--- src/rtl/abs_poll_ctrl.sv ---
// Transaction sequencer for the RS485 absolute-encoder link: merges periodic and
// on-demand reads, supervises each with a timeout, retries after a gap, latches good frames.
module abs_poll_ctrl #(
   parameter int CLK_PER_US = 30,
   parameter int TIMEOUT_US = 130,
   parameter int GAP_US     = 20,
   parameter int MAX_RETRY  = 3
) (
   input  logic        clk_in,
   input  logic        sys_rst,
   input  logic        poll_en,
   input  logic [15:0] poll_period,
   input  logic        dsp_req,
   output logic        read_begin,
   input  logic        rx_done,
   input  logic        rx_err,
   input  logic [63:0] rx_data,
   output logic [63:0] pos_data,
   output logic        pos_valid,
   output logic        busy,
   output logic        fault,
   input  logic        fault_clr,
   output logic [7:0]  err_cnt
);

   localparam int TMO_CYC   = TIMEOUT_US * CLK_PER_US;
   localparam int GAP_TICKS = (GAP_US < 1) ? 1 : GAP_US;
   localparam int PRE_W     = $clog2(CLK_PER_US + 1);
   localparam int TMO_W     = $clog2(TMO_CYC + 1);
   localparam int GAP_W     = $clog2(GAP_TICKS + 1);
   localparam int RTY_W     = $clog2(MAX_RETRY + 1);

   typedef enum logic [1:0] {IDLE, ISSUE, WAIT, GAP} state_t;

   state_t           state, state_nxt;
   logic [PRE_W-1:0] presc;
   logic             us_tick;
   logic [15:0]      poll_cnt;
   logic             poll_pend;
   logic             poll_active;
   logic             dsp_pend;
   logic             req_any;
   logic             take_req;
   logic [TMO_W-1:0] tmo_cnt;
   logic [GAP_W-1:0] gap_cnt;
   logic             gap_done;
   logic [RTY_W-1:0] retry_cnt;
   logic [RTY_W-1:0] retry_nxt;
   logic             last_try;
   logic             rx_ok;
   logic             fail_evt;
   logic             fault_set;

   function automatic logic [7:0] sat_inc8(input logic [7:0] v);
      return (v == 8'hFF) ? v : v + 8'd1;
   endfunction

   assign us_tick = (presc == PRE_W'(CLK_PER_US - 1));

   always_ff @(posedge clk_in or posedge sys_rst) begin
      if (sys_rst)      presc <= '0;
      else if (us_tick) presc <= '0;
      else              presc <= presc + 1'b1;
   end

   // The periodic source is muted by fault; a pend raised just before the fault is masked too.
   assign poll_active = poll_en && (poll_period != 16'd0) && !fault;
   assign req_any     = (poll_pend && !fault) || dsp_pend || dsp_req;
   assign take_req    = (state == IDLE) && req_any;

   always_ff @(posedge clk_in or posedge sys_rst) begin
      if (sys_rst) begin
         poll_cnt  <= '0;
         poll_pend <= 1'b0;
      end else if (!poll_active) begin
         poll_cnt  <= '0;
         poll_pend <= 1'b0;
      end else begin
         if (take_req) poll_pend <= 1'b0;
         if (us_tick) begin
            if (poll_cnt >= poll_period - 16'd1) begin
               poll_cnt  <= '0;
               poll_pend <= 1'b1;
            end else begin
               poll_cnt <= poll_cnt + 16'd1;
            end
         end
      end
   end

   always_ff @(posedge clk_in or posedge sys_rst) begin
      if (sys_rst)       dsp_pend <= 1'b0;
      else if (take_req) dsp_pend <= 1'b0;
      else if (dsp_req)  dsp_pend <= 1'b1;
   end

   // A frame in the last window cycle still counts; an error wins over a simultaneous done.
   assign rx_ok     = (state == WAIT) && rx_done && !rx_err;
   assign fail_evt  = (state == WAIT) && (rx_err || (!rx_done && tmo_cnt == TMO_W'(1)));
   assign retry_nxt = retry_cnt + 1'b1;
   assign last_try  = (retry_nxt >= RTY_W'(MAX_RETRY));
   assign fault_set = fail_evt && last_try;
   assign gap_done  = us_tick && (gap_cnt == GAP_W'(GAP_TICKS - 1));

   always_ff @(posedge clk_in or posedge sys_rst) begin
      if (sys_rst) state <= IDLE;
      else         state <= state_nxt;
   end

   always_comb begin
      state_nxt  = state;
      read_begin = 1'b0;
      case (state)
         IDLE:  if (req_any) state_nxt = ISSUE;
         ISSUE: begin
            read_begin = 1'b1;
            state_nxt  = WAIT;
         end
         WAIT: begin
            if (rx_ok)         state_nxt = IDLE;
            else if (fail_evt) state_nxt = last_try ? IDLE : GAP;
         end
         GAP:   if (gap_done) state_nxt = ISSUE;
         default: state_nxt = IDLE;
      endcase
   end

   assign busy = (state != IDLE);

   always_ff @(posedge clk_in or posedge sys_rst) begin
      if (sys_rst) begin
         tmo_cnt <= '0;
         gap_cnt <= '0;
      end else begin
         if (state == ISSUE)                          tmo_cnt <= TMO_W'(TMO_CYC);
         else if (state == WAIT && tmo_cnt != '0)     tmo_cnt <= tmo_cnt - 1'b1;
         if (state != GAP)                            gap_cnt <= '0;
         else if (us_tick)                            gap_cnt <= gap_cnt + 1'b1;
      end
   end

   // Setting the fault takes priority over a coincident fault_clr.
   always_ff @(posedge clk_in or posedge sys_rst) begin
      if (sys_rst) begin
         retry_cnt <= '0;
         fault     <= 1'b0;
         err_cnt   <= 8'd0;
      end else begin
         if (fault_set)      retry_cnt <= '0;
         else if (fail_evt)  retry_cnt <= retry_nxt;
         else if (rx_ok)     retry_cnt <= '0;
         else if (fault_clr) retry_cnt <= '0;

         if (fault_set)      fault <= 1'b1;
         else if (fault_clr) fault <= 1'b0;

         if (fail_evt) err_cnt <= sat_inc8(err_cnt);
      end
   end

   always_ff @(posedge clk_in or posedge sys_rst) begin
      if (sys_rst) begin
         pos_data  <= 64'd0;
         pos_valid <= 1'b0;
      end else begin
         pos_valid <= rx_ok;
         if (rx_ok) pos_data <= rx_data;
      end
   end

endmodule

--- config.mk ---
export PLATFORM = sky130hd
export DESIGN_NAME = abs_poll_ctrl
export DESIGN_NICKNAME = d
export VERILOG_FILES = /design/src/rtl/abs_poll_ctrl.sv
export SDC_FILE = /design/constraint.sdc
export NUM_CORES = 1
export LEC_CHECK = 0
export CORE_MARGIN = 2
export CORE_UTILIZATION = 45
export DETAILED_ROUTE_END_ITERATION = 7
export PLACE_DENSITY = 0.77
export SETUP_SLACK_MARGIN = 0.5
export SYNTH_ARGS = -nofsm -noshare
export SYNTH_HDL_FRONTEND = slang
export SYNTH_SLANG_ARGS = --single-unit
--- constraint.sdc ---
create_clock -name clk_in -period 5.2 [get_ports clk_in]
set_input_delay 0.78 -clock clk_in [delete_from_list [all_inputs] [get_ports clk_in]]
set_output_delay 0.78 -clock clk_in [all_outputs]
set_load 0.01 [all_outputs]
After elaboration in Yosys (flattened, before gate mapping). Cells that the tools add are included.

Register bits after elaboration: 118. Input port bits: 87. Output and inout port bits: 76. Logic and storage cells: 89.

Add/sub/neg operators: 7. $lt $le $gt $ge: 2. Equality and inequality tests: 12. Mux-type cells: 27. Bitwise gates (word level): 1. Reductions and logical operators: 28.

Operators by type and width (number): 2-to-1 mux 16 bit (3); 2-to-1 mux 12 bit (2); 2-to-1 mux 2 bit (9); adder 16 x 1 -> 16 bit, second input constant (1); >= comparator 16 bit (1); nonzero test 16 bit (1); subtractor 16 x 1 -> 16 bit, second input constant (1); 2-to-1 mux 5 bit (3); == test 12 x 1 -> 1 bit, second input constant (1); nonzero test 12 bit (1); subtractor 12 x 1 -> 12 bit, second input constant (1); logical AND 1 bit (11); adder 5 x 1 -> 5 bit, second input constant (2); == test 5 bit, second input constant (2); nonzero test 2 bit (5); 2-to-1 mux 1 bit (9); adder 8 x 1 -> 8 bit, second input constant (1); == test 8 bit, second input constant (1); inequality test 2 bit, second input constant (4); case mux 2 bit (4 select lines) (1); == test 2 bit, second input constant (2); nonzero test 4 bit (1); zero test 1 bit (3); logical OR 1 bit (3); 8 further kinds (8).

Longest topological paths before layout. Gate-level depths: netlist of run 1.

Depth in word-level cells: 9. Mapped depth: 14. Mapped depth without buffers: 13.

Worst setup path after synthesis of run 1. Ideal clock, no wire load.

Kind: input-to-reg. Start point: in poll_period[3]. End point: reg poll_cnt[10]. Library setup time: 0.094 ns. Data arrival time: 3.996 ns. Required time: 5.106 ns. Setup slack: 1.110 ns. Cell stages on the path: 12. Buffers on the path: 1. Cells stage by stage: or4_1 nor4b_1 nand2_1 nor3_1 xnor2_1 ha_1 and4_1 and3_1 a221oi_1 a21oi_1 clkbuf_1 a211oi_1.

Longest elaborated chain between the ends: 5. Elaborated cells between the ends (all ways): 9. Classes of those cells: add/sub: 1; order compare: 1; eq/ne: 1; mux: 3; reduce/logical: 3.

Ends and longest elaborated chain: start, declared (RTL line 12) `input logic [15:0] poll_period,`; subtractor 16 x 1 -> 16 bit (RTL line 81) `if (poll_cnt >= poll_period - 16'd1) begin`; >= comparator 16 bit (RTL line 81); 2-to-1 mux 16 bit (RTL line 81); 2-to-1 mux 16 bit (RTL line 80) `if (us_tick) begin`; 2-to-1 mux 16 bit (RTL line 75) `end else if (!poll_active) begin`; end signal, assigned (RTL line 85) `poll_cnt <= poll_cnt + 16'd1;`; end, declared (RTL line 38) `logic [15:0] poll_cnt;`.

Parallel ways exist; a longest one is shown, timed or not. The select of a mux whose other input is x is not followed. A chain may end at the register's enable or synchronous reset.

Worst setup path in the final report of run 1.
Start point: in poll_period[0]. End point: reg poll_pend.

Longest elaborated chain between the ends: 5. Elaborated cells between the ends (all ways): 8. Classes of those cells: add/sub: 1; order compare: 1; mux: 3; reduce/logical: 3.

Ends and longest elaborated chain: subtractor 16 x 1 -> 16 bit (RTL line 81); >= comparator 16 bit (RTL line 81); 2-to-1 mux 1 bit (RTL line 81); 2-to-1 mux 1 bit (RTL line 80); 2-to-1 mux 1 bit (*) (RTL line 75); end signal, assigned (RTL line 74) `poll_pend <= 1'b0;`; end signal, assigned (RTL line 77) `poll_pend <= 1'b0;`; end signal, assigned (RTL line 83) `poll_pend <= 1'b1;`; end, declared (RTL line 39) `logic poll_pend;`.

Mark *: on every way between the ends. The rest lies on a longest branch, timed or not.

==> results of run 1 <==
-- cells by family after synthesis --
logic type / share of synthesized area [%]
fa+ha+maj: 6.16
xor+xnor: 4.91
compound gates: 8.86
mux: 0.552
flops: 50.1
buf+inv: 2.93
simple gates: 26.5
-- cell usage after synthesis (2+ instances only) --
cell type	number	share of area (%)
nand4_1	16	1.7
nand3b_1	2	0.25
a211oi_1	14	1.8
o31ai_1	8	1.0
a41oi_1	3	0.45
and3_1	7	0.74
nor3_1	11	0.93
ha_1	29	6.2
xor2_1	6	0.89
a21boi_0	2	0.25
mux2_2	2	0.38
o21ai_0	10	0.85
a31o_2	3	0.45
clkbuf_1	22	1.4
nand3_1	19	1.6
a31oi_1	4	0.42
dfrtp_1	118	50
a221oi_1	2	0.30
nor4_1	3	0.32
nand2b_1	6	0.64
xnor2_1	27	4.0
and4_1	5	0.74
nor2_1	22	1.4
or3_1	6	0.64
nor2b_1	2	0.21
or4_1	10	1.3
and2_1	6	0.64
nand2_1	213	14
a22o_1	3	0.45
a21o_1	3	0.38
a2111oi_0	3	0.45
a21oi_1	11	0.93
inv_1	21	1.3
-- layout make-up --
class                           instances  area (µm²)  area share, %
Inverter                               21        81.3          0.982
Timing Repair Buffer                  168        1670           20.1
Sequential cell                       118        2950           35.6
Multi-Input combinational cell        475        2770           33.4
Clock buffer                           23         478           5.77
Clock inverter                          9         124           1.50
Tap cell                              172         215           2.60
-- state kept, by name, indices dropped and copies added (netlist names) --
name / flops
pos_data: 64
poll_pend: 1
err_cnt: 8
poll_cnt: 16
pos_valid: 1
tmo_cnt: 12
dsp_pend: 1
presc: 5
fault: 1
gap_cnt: 5
retry_cnt: 2
state: 2
-- through the flow --
step	total power [W]	instances	instance area [µm²]	hold WS (ps)
floorplan	0.00193	637	5890	461
global placement	0.00267	954	7680	456
detailed placement	0.00272	954	7680	461
CTS	0.00393	986	8290	474
global route	0.00411	986	8290	490
finish	0.00389	986	8290	473
-- critical path, cell delays in order --
cell and delay, ps:
clkdlybuf4s50_1 440, inv_1 100, ha_1 170, or3b_1 440, nor3_1 270, nand2_1 150
nor3_1 200, xnor2_1 150, ha_1 260, and3_1 200, a221o_1 360, a221oi_1 370
a21oi_1 120, buf_4 210, o21ba_2 220
-- worst max path at each step --
stage	slack, ps	start	endpoint	depth (start not counted)
2_1_floorplan	1110	poll_period[3]	poll_cnt[10]	12
3_3_place_gp	750	poll_period[0]	poll_pend	15
3_5_place_dp	690	poll_period[0]	poll_pend	15
4_1_cts	1110	poll_period[0]	poll_pend	15
5_1_grt	820	poll_period[0]	poll_cnt[14]	15
6_report	1070	poll_period[0]	poll_pend	15
-- power groups by stage --
| stage | clock [W] | sequential [W] | combinational, W |
|---|---|---|---|
| after detailed placement | 0 | 0.00140 | 0.00131 |
| after global placement | 0 | 0.00139 | 0.00128 |
| after CTS | 0.00121 | 0.00140 | 0.00132 |
| after global routing | 0.00125 | 0.00144 | 0.00142 |
| final | 0.00119 | 0.00139 | 0.00130 |
| after floorplan | 0 | 0.00151 | 0.000411 |
-- routing by layer --
metal | share of wire (%) | routed length [µm] | up-vias
met5 | 0 | 0 | -
met4 | 2.8 | 438 | 0
met3 | 5.3 | 831 | 30
met2 | 51 | 7960 | 158
met1 | 41 | 6350 | 2554
li1 | - | - | 2519
==> impl_metrics.ini, run 1 <==
[pwr]
switching_share_pct = 30.3
pwr-share-seq_pct = 35.9
clock_power_share_pct = 30.6
ir_worst_vdd_uv = 357
combPwrFrac_pct = 33.6
intPower_w = 0.00271
p_per_area_nw_per_um2 = 469
power_switching_w = 0.00118
p_leak_nw = 3.69

[floorplan]
core_um2 = 12700
rows = 41
initial_core_util_pct = 46.3
die_area_um2 = 14000
die_w_um = 118
io-pin-count = 163
fp.dieH_um = 118

[detailed_routing]
antenna_left = 0
wl_per_cell_um = 15.8
vias_per_cell = 5.34
drtIter0Drc = 300
drc = 0
wirelength_um = 15600
num_vias = 5261
first_pass_iters = 4

[min_path]
hold_path_class = register to register
worstHoldPathCells = 2
min_from = pos_data[13]
hold_end = pos_data[13]

[layout]
n_fill_cell = 1043
final_cell_mix = 213 x nand2_1, 162 x clkdlybuf4s50_1, 118 x dfrtp_1, 29 x ha_1, 27 x xnor2_1
layout_commonest_cell = nand2_1
drive_above_1_share_pct = 6.14
layout.nets = 917
area_growth_pct = 40.6
antennaDiodeCount = 0
utilization_pct = 65.1

[synthesis]
synth_ff_type = dfrtp_1
synth-seq-cells = 118
post_synth.cell_area_avg_um2 = 9.25
synth_edf_count = 0
ys_types = 51
ys_seq_area_share_pct = 50.1
syn_inst = 637
synthArstFlopShare_pct = 100
yosysWarnings = 0
synthesis.area_um2 = 5890
syn-num-nets = 753

[placed_design]
gp_congestion = 0.813
port_buffers = 162
place_ws_ps = 692
dpl.hpwl_um = 11000

[setup_path]
r2r_slack_ps = 2280
crit_fanout = 14
reg2reg_depth = 9
end_kind = register
worstPathArrival_ps = 4430
timing.rr.start = state[0]
startpoint_type = primary input
worstPathRequired_ps = 5500
rr_endpoint = pos_data[56]
crit_type = primary input to register

[clock_network]
cts_buffers = 17
post_cts_resize_count = 0
cts_tree = built
htree_levels = 4
cts.clk_slew.worst_paths_ps = 50
clk_path_buf_depth = 2
cts_setup_buffers = 0
cts_root_buf = clkbuf_16
clk_latency_ps = 410
hold_buffers = 0
cts.sinks = 118

[timing]
min_period_ps = 4130
tightest_slew_ps = 976
fmax_ghz = 0.242
finalHoldViolations = 0
fin_skew_ps = 6.96
finalCritPeriodShare_pct = 79.5
setup_viol = 0
finalSetupTns_ps = 0
slew_headroom_pct = 34.9
maxSlewViolCount = 0
setup_ws_ps = 1070
rsz0062_at_grt = no

[grt]
antenna_found_initial = 0
overflow = 0
met3_usage_pct = 6.08
use_met1_pct = 27.8
grt_pass1_vias = 5259
grt-busiest-layer = met2
grt_max_degree = 79
use_met2_pct = 39.2
grtUsageTotal_pct = 23.2
grt_pass1_wl_um = 26100

[outcome]
status = finished, final reports clean

[run]
maxCapViolCount = 0
No activity file was read; power rests on OpenSTA's default activity.
==> run 2, diff against run 1 <==
- clock period: 5.2 -> 3.85 ns (I/O delays scaled with it)
==> run 2 against run 1 <==
  * Largest cell class unchanged
  * Sequential power grew 36%
  * Largest power group unchanged
  * Critical endpoint unchanged
  * Via count grew 0.42%
  * Highest routed layer unchanged
  * Critical path type unchanged
  * Combinational power grew 38%
  * Critical path depth shrank 2
==> impl_metrics.ini, run 2 (synthesized netlist as in run 1, its figures left out) <==
[detailed_routing]
wl_met2_um = 8260
highest_layer = met4
met3_length_um = 916
wirelength_um = 16000
num_vias = 5283
met1_length_um = 6490
antenna_left = 0
drc = 0
drtIter0Drc = 290
vias_per_cell = 5.27
wl_per_cell_um = 15.9
first_pass_iters = 4

[timing]
min_period_ps = 3300
tightest_slew_ps = 939
finalCritPeriodShare_pct = 85.8
rsz0062_at_grt = yes
slew_headroom_pct = 37.2
setup_viol = 0
maxSlewViolCount = 0
fin_hold_ws_ps = 471
finalHoldViolations = 0
fmax_ghz = 0.303
fin_skew_ps = 4.91

[floorplan]
die_area_um2 = 14000
die_w_um = 118
io-pin-count = 163
rows = 41
fp.dieH_um = 118
core_um2 = 12700
initial_core_util_pct = 46.3

[pwr]
intPower_w = 0.00382
combPwrFrac_pct = 33.0
p_leak_nw = 3.84
p_per_area_nw_per_um2 = 625
total_power_w = 0.00543
switching_share_pct = 29.6
power_switching_w = 0.00161
ir_worst_vdd_uv = 409
clock_power_share_pct = 32.2
pwr-share-seq_pct = 34.8

[clock_network]
cts.clk_slew.worst_paths_ps = 50
cts_tree = built
htree_levels = 4
cts.sinks = 118
cts_buffers = 17
clk_path_buf_depth = 2
clk_latency_ps = 400
cts_root_buf = clkbuf_16

[layout]
drive_above_1_share_pct = 11.4
regMostFlops = pos_data
top_regs = pos_data (64), poll_cnt (16), tmo_cnt (12)
layout_commonest_cell = nand2_1
largest_reg_flops = 64
layout.nets = 934
final_cell_mix = 211 x nand2_1, 157 x clkdlybuf4s50_1, 118 x dfrtp_1, 28 x ha_1, 26 x xnor2_1
antennaDiodeCount = 0
design_area_um2 = 8690
area_growth_pct = 47.5

[setup_path]
slowest_stage = or4_4
path_cells = buf_6 > buf_6 > or4_4 > nor4b_4 > nand2_2 > xor2_1 > ha_1 > and3_4 > a221o_1 > a221oi_4 > buf_4 > a21oi_4 > o21ba_4
startpoint_type = primary input
path_common_cell = buf_6
max_stage_delay_ps = 560
end_kind = register
crit_type = primary input to register
crit_fanout = 7
worstPathArrival_ps = 3600
worstPathRequired_ps = 4150

[grt]
antenna_found_initial = 0
overflow = 0
grt_max_degree = 119
grt_pass1_wl_um = 26900
grt_pass1_vias = 5538
grtUsageTotal_pct = 23.7

[outcome]
status = finished, final reports clean

[placed_design]
dpl.hpwl_um = 11100
placed_cell_area_um2 = 7890
port_buffers = 162
gp_congestion = 0.853

[min_path]
hold_path_class = register to register

[run]
maxCapViolCount = 0
[run 2: cell types whose count changed in the layout (fill, tap and decap cells not counted), moves of 3 or more]
| cell | before | now |
|---|---|---|
| clkdlybuf4s50_1 | 162 | 157 |
| buf_6 | 0 | 5 |
| nor3_1 | 11 | 7 |
| buf_4 | 6 | 18 |
| nor3_2 | 1 | 4 |
| a211oi_2 | 0 | 6 |
| a211oi_1 | 14 | 8 |
| clkinv_2 | 5 | 2 |
[run 2: worst max-delay path, delay by kind of cell]
kind / cells / cell delay, ps
and+or+nand+nor: 4 / 1230
AOI/OAI and AO/OA: 4 / 960
buffers and inverters: 3 / 380
adders and majority gates: 1 / 300
xor gates and xnor gates: 1 / 160
[run 2: metrics by stage]
step	cells	utilization [%]	setup WS (ps)	setup TNS, ps
after floorplan	637	-	473	0
after global placement	964	62.0	-283	-3490
after detailed placement	964	62.0	-372	-5020
after CTS	1001	67.7	517	0
after global routing	1003	68.3	437	0
final	1003	68.3	548	0
[run 2: repair_timing]
item	in CTS	in global routing
endpoints found under the hold margin	0	0
pin swaps	15	13
gates resized for setup	19	13
buffers inserted	4	2
cloned	1	0
hold buffers	0	0
setup endpoints to repair	17	17
[run 2: per-layer routing]
layer | vias to the layer above | global-route usage [%]
li1 | 2543 | -
met1 | 2557 | 28.4
met2 | 154 | 41.0
met3 | 29 | 6.85
met4 | 0 | 7.74
met5 | - | 0
[run 2: power by group through the flow]
stage                     Clock (W)  Sequential (W)  Combinational (W)
final                       0.00175         0.00189            0.00180
after global routing        0.00184         0.00195            0.00195
after CTS                   0.00178         0.00189            0.00182
after detailed placement          0         0.00191            0.00180
after global placement            0         0.00188            0.00175
after floorplan                   0         0.00205           0.000560
[run 2: final timing paths]
check / cells after the start / startpoint / slack [ps] / to
min in group asynchronous: 3 / sys_rst / 690 / pos_data[15]
min: 2 / pos_data[15] / 470 / pos_data[15]
max reg2reg: 6 / presc[0] / 1170 / poll_cnt[5]
max in group asynchronous: 3 / sys_rst / 2660 / err_cnt[0]
max: 13 / poll_period[1] / 550 / poll_pend
min reg2reg: 2 / pos_data[15] / 470 / pos_data[15]
[run 2: cell type report]
cell class,instances,area [µm²]
Clock inverter,8,168
Tap cell,172,215
Sequential cell,118,2950
Clock buffer,24,492
Multi-Input combinational cell,476,2950
Timing Repair Buffer,184,1810
Fill cell,994,4030
Inverter,21,103
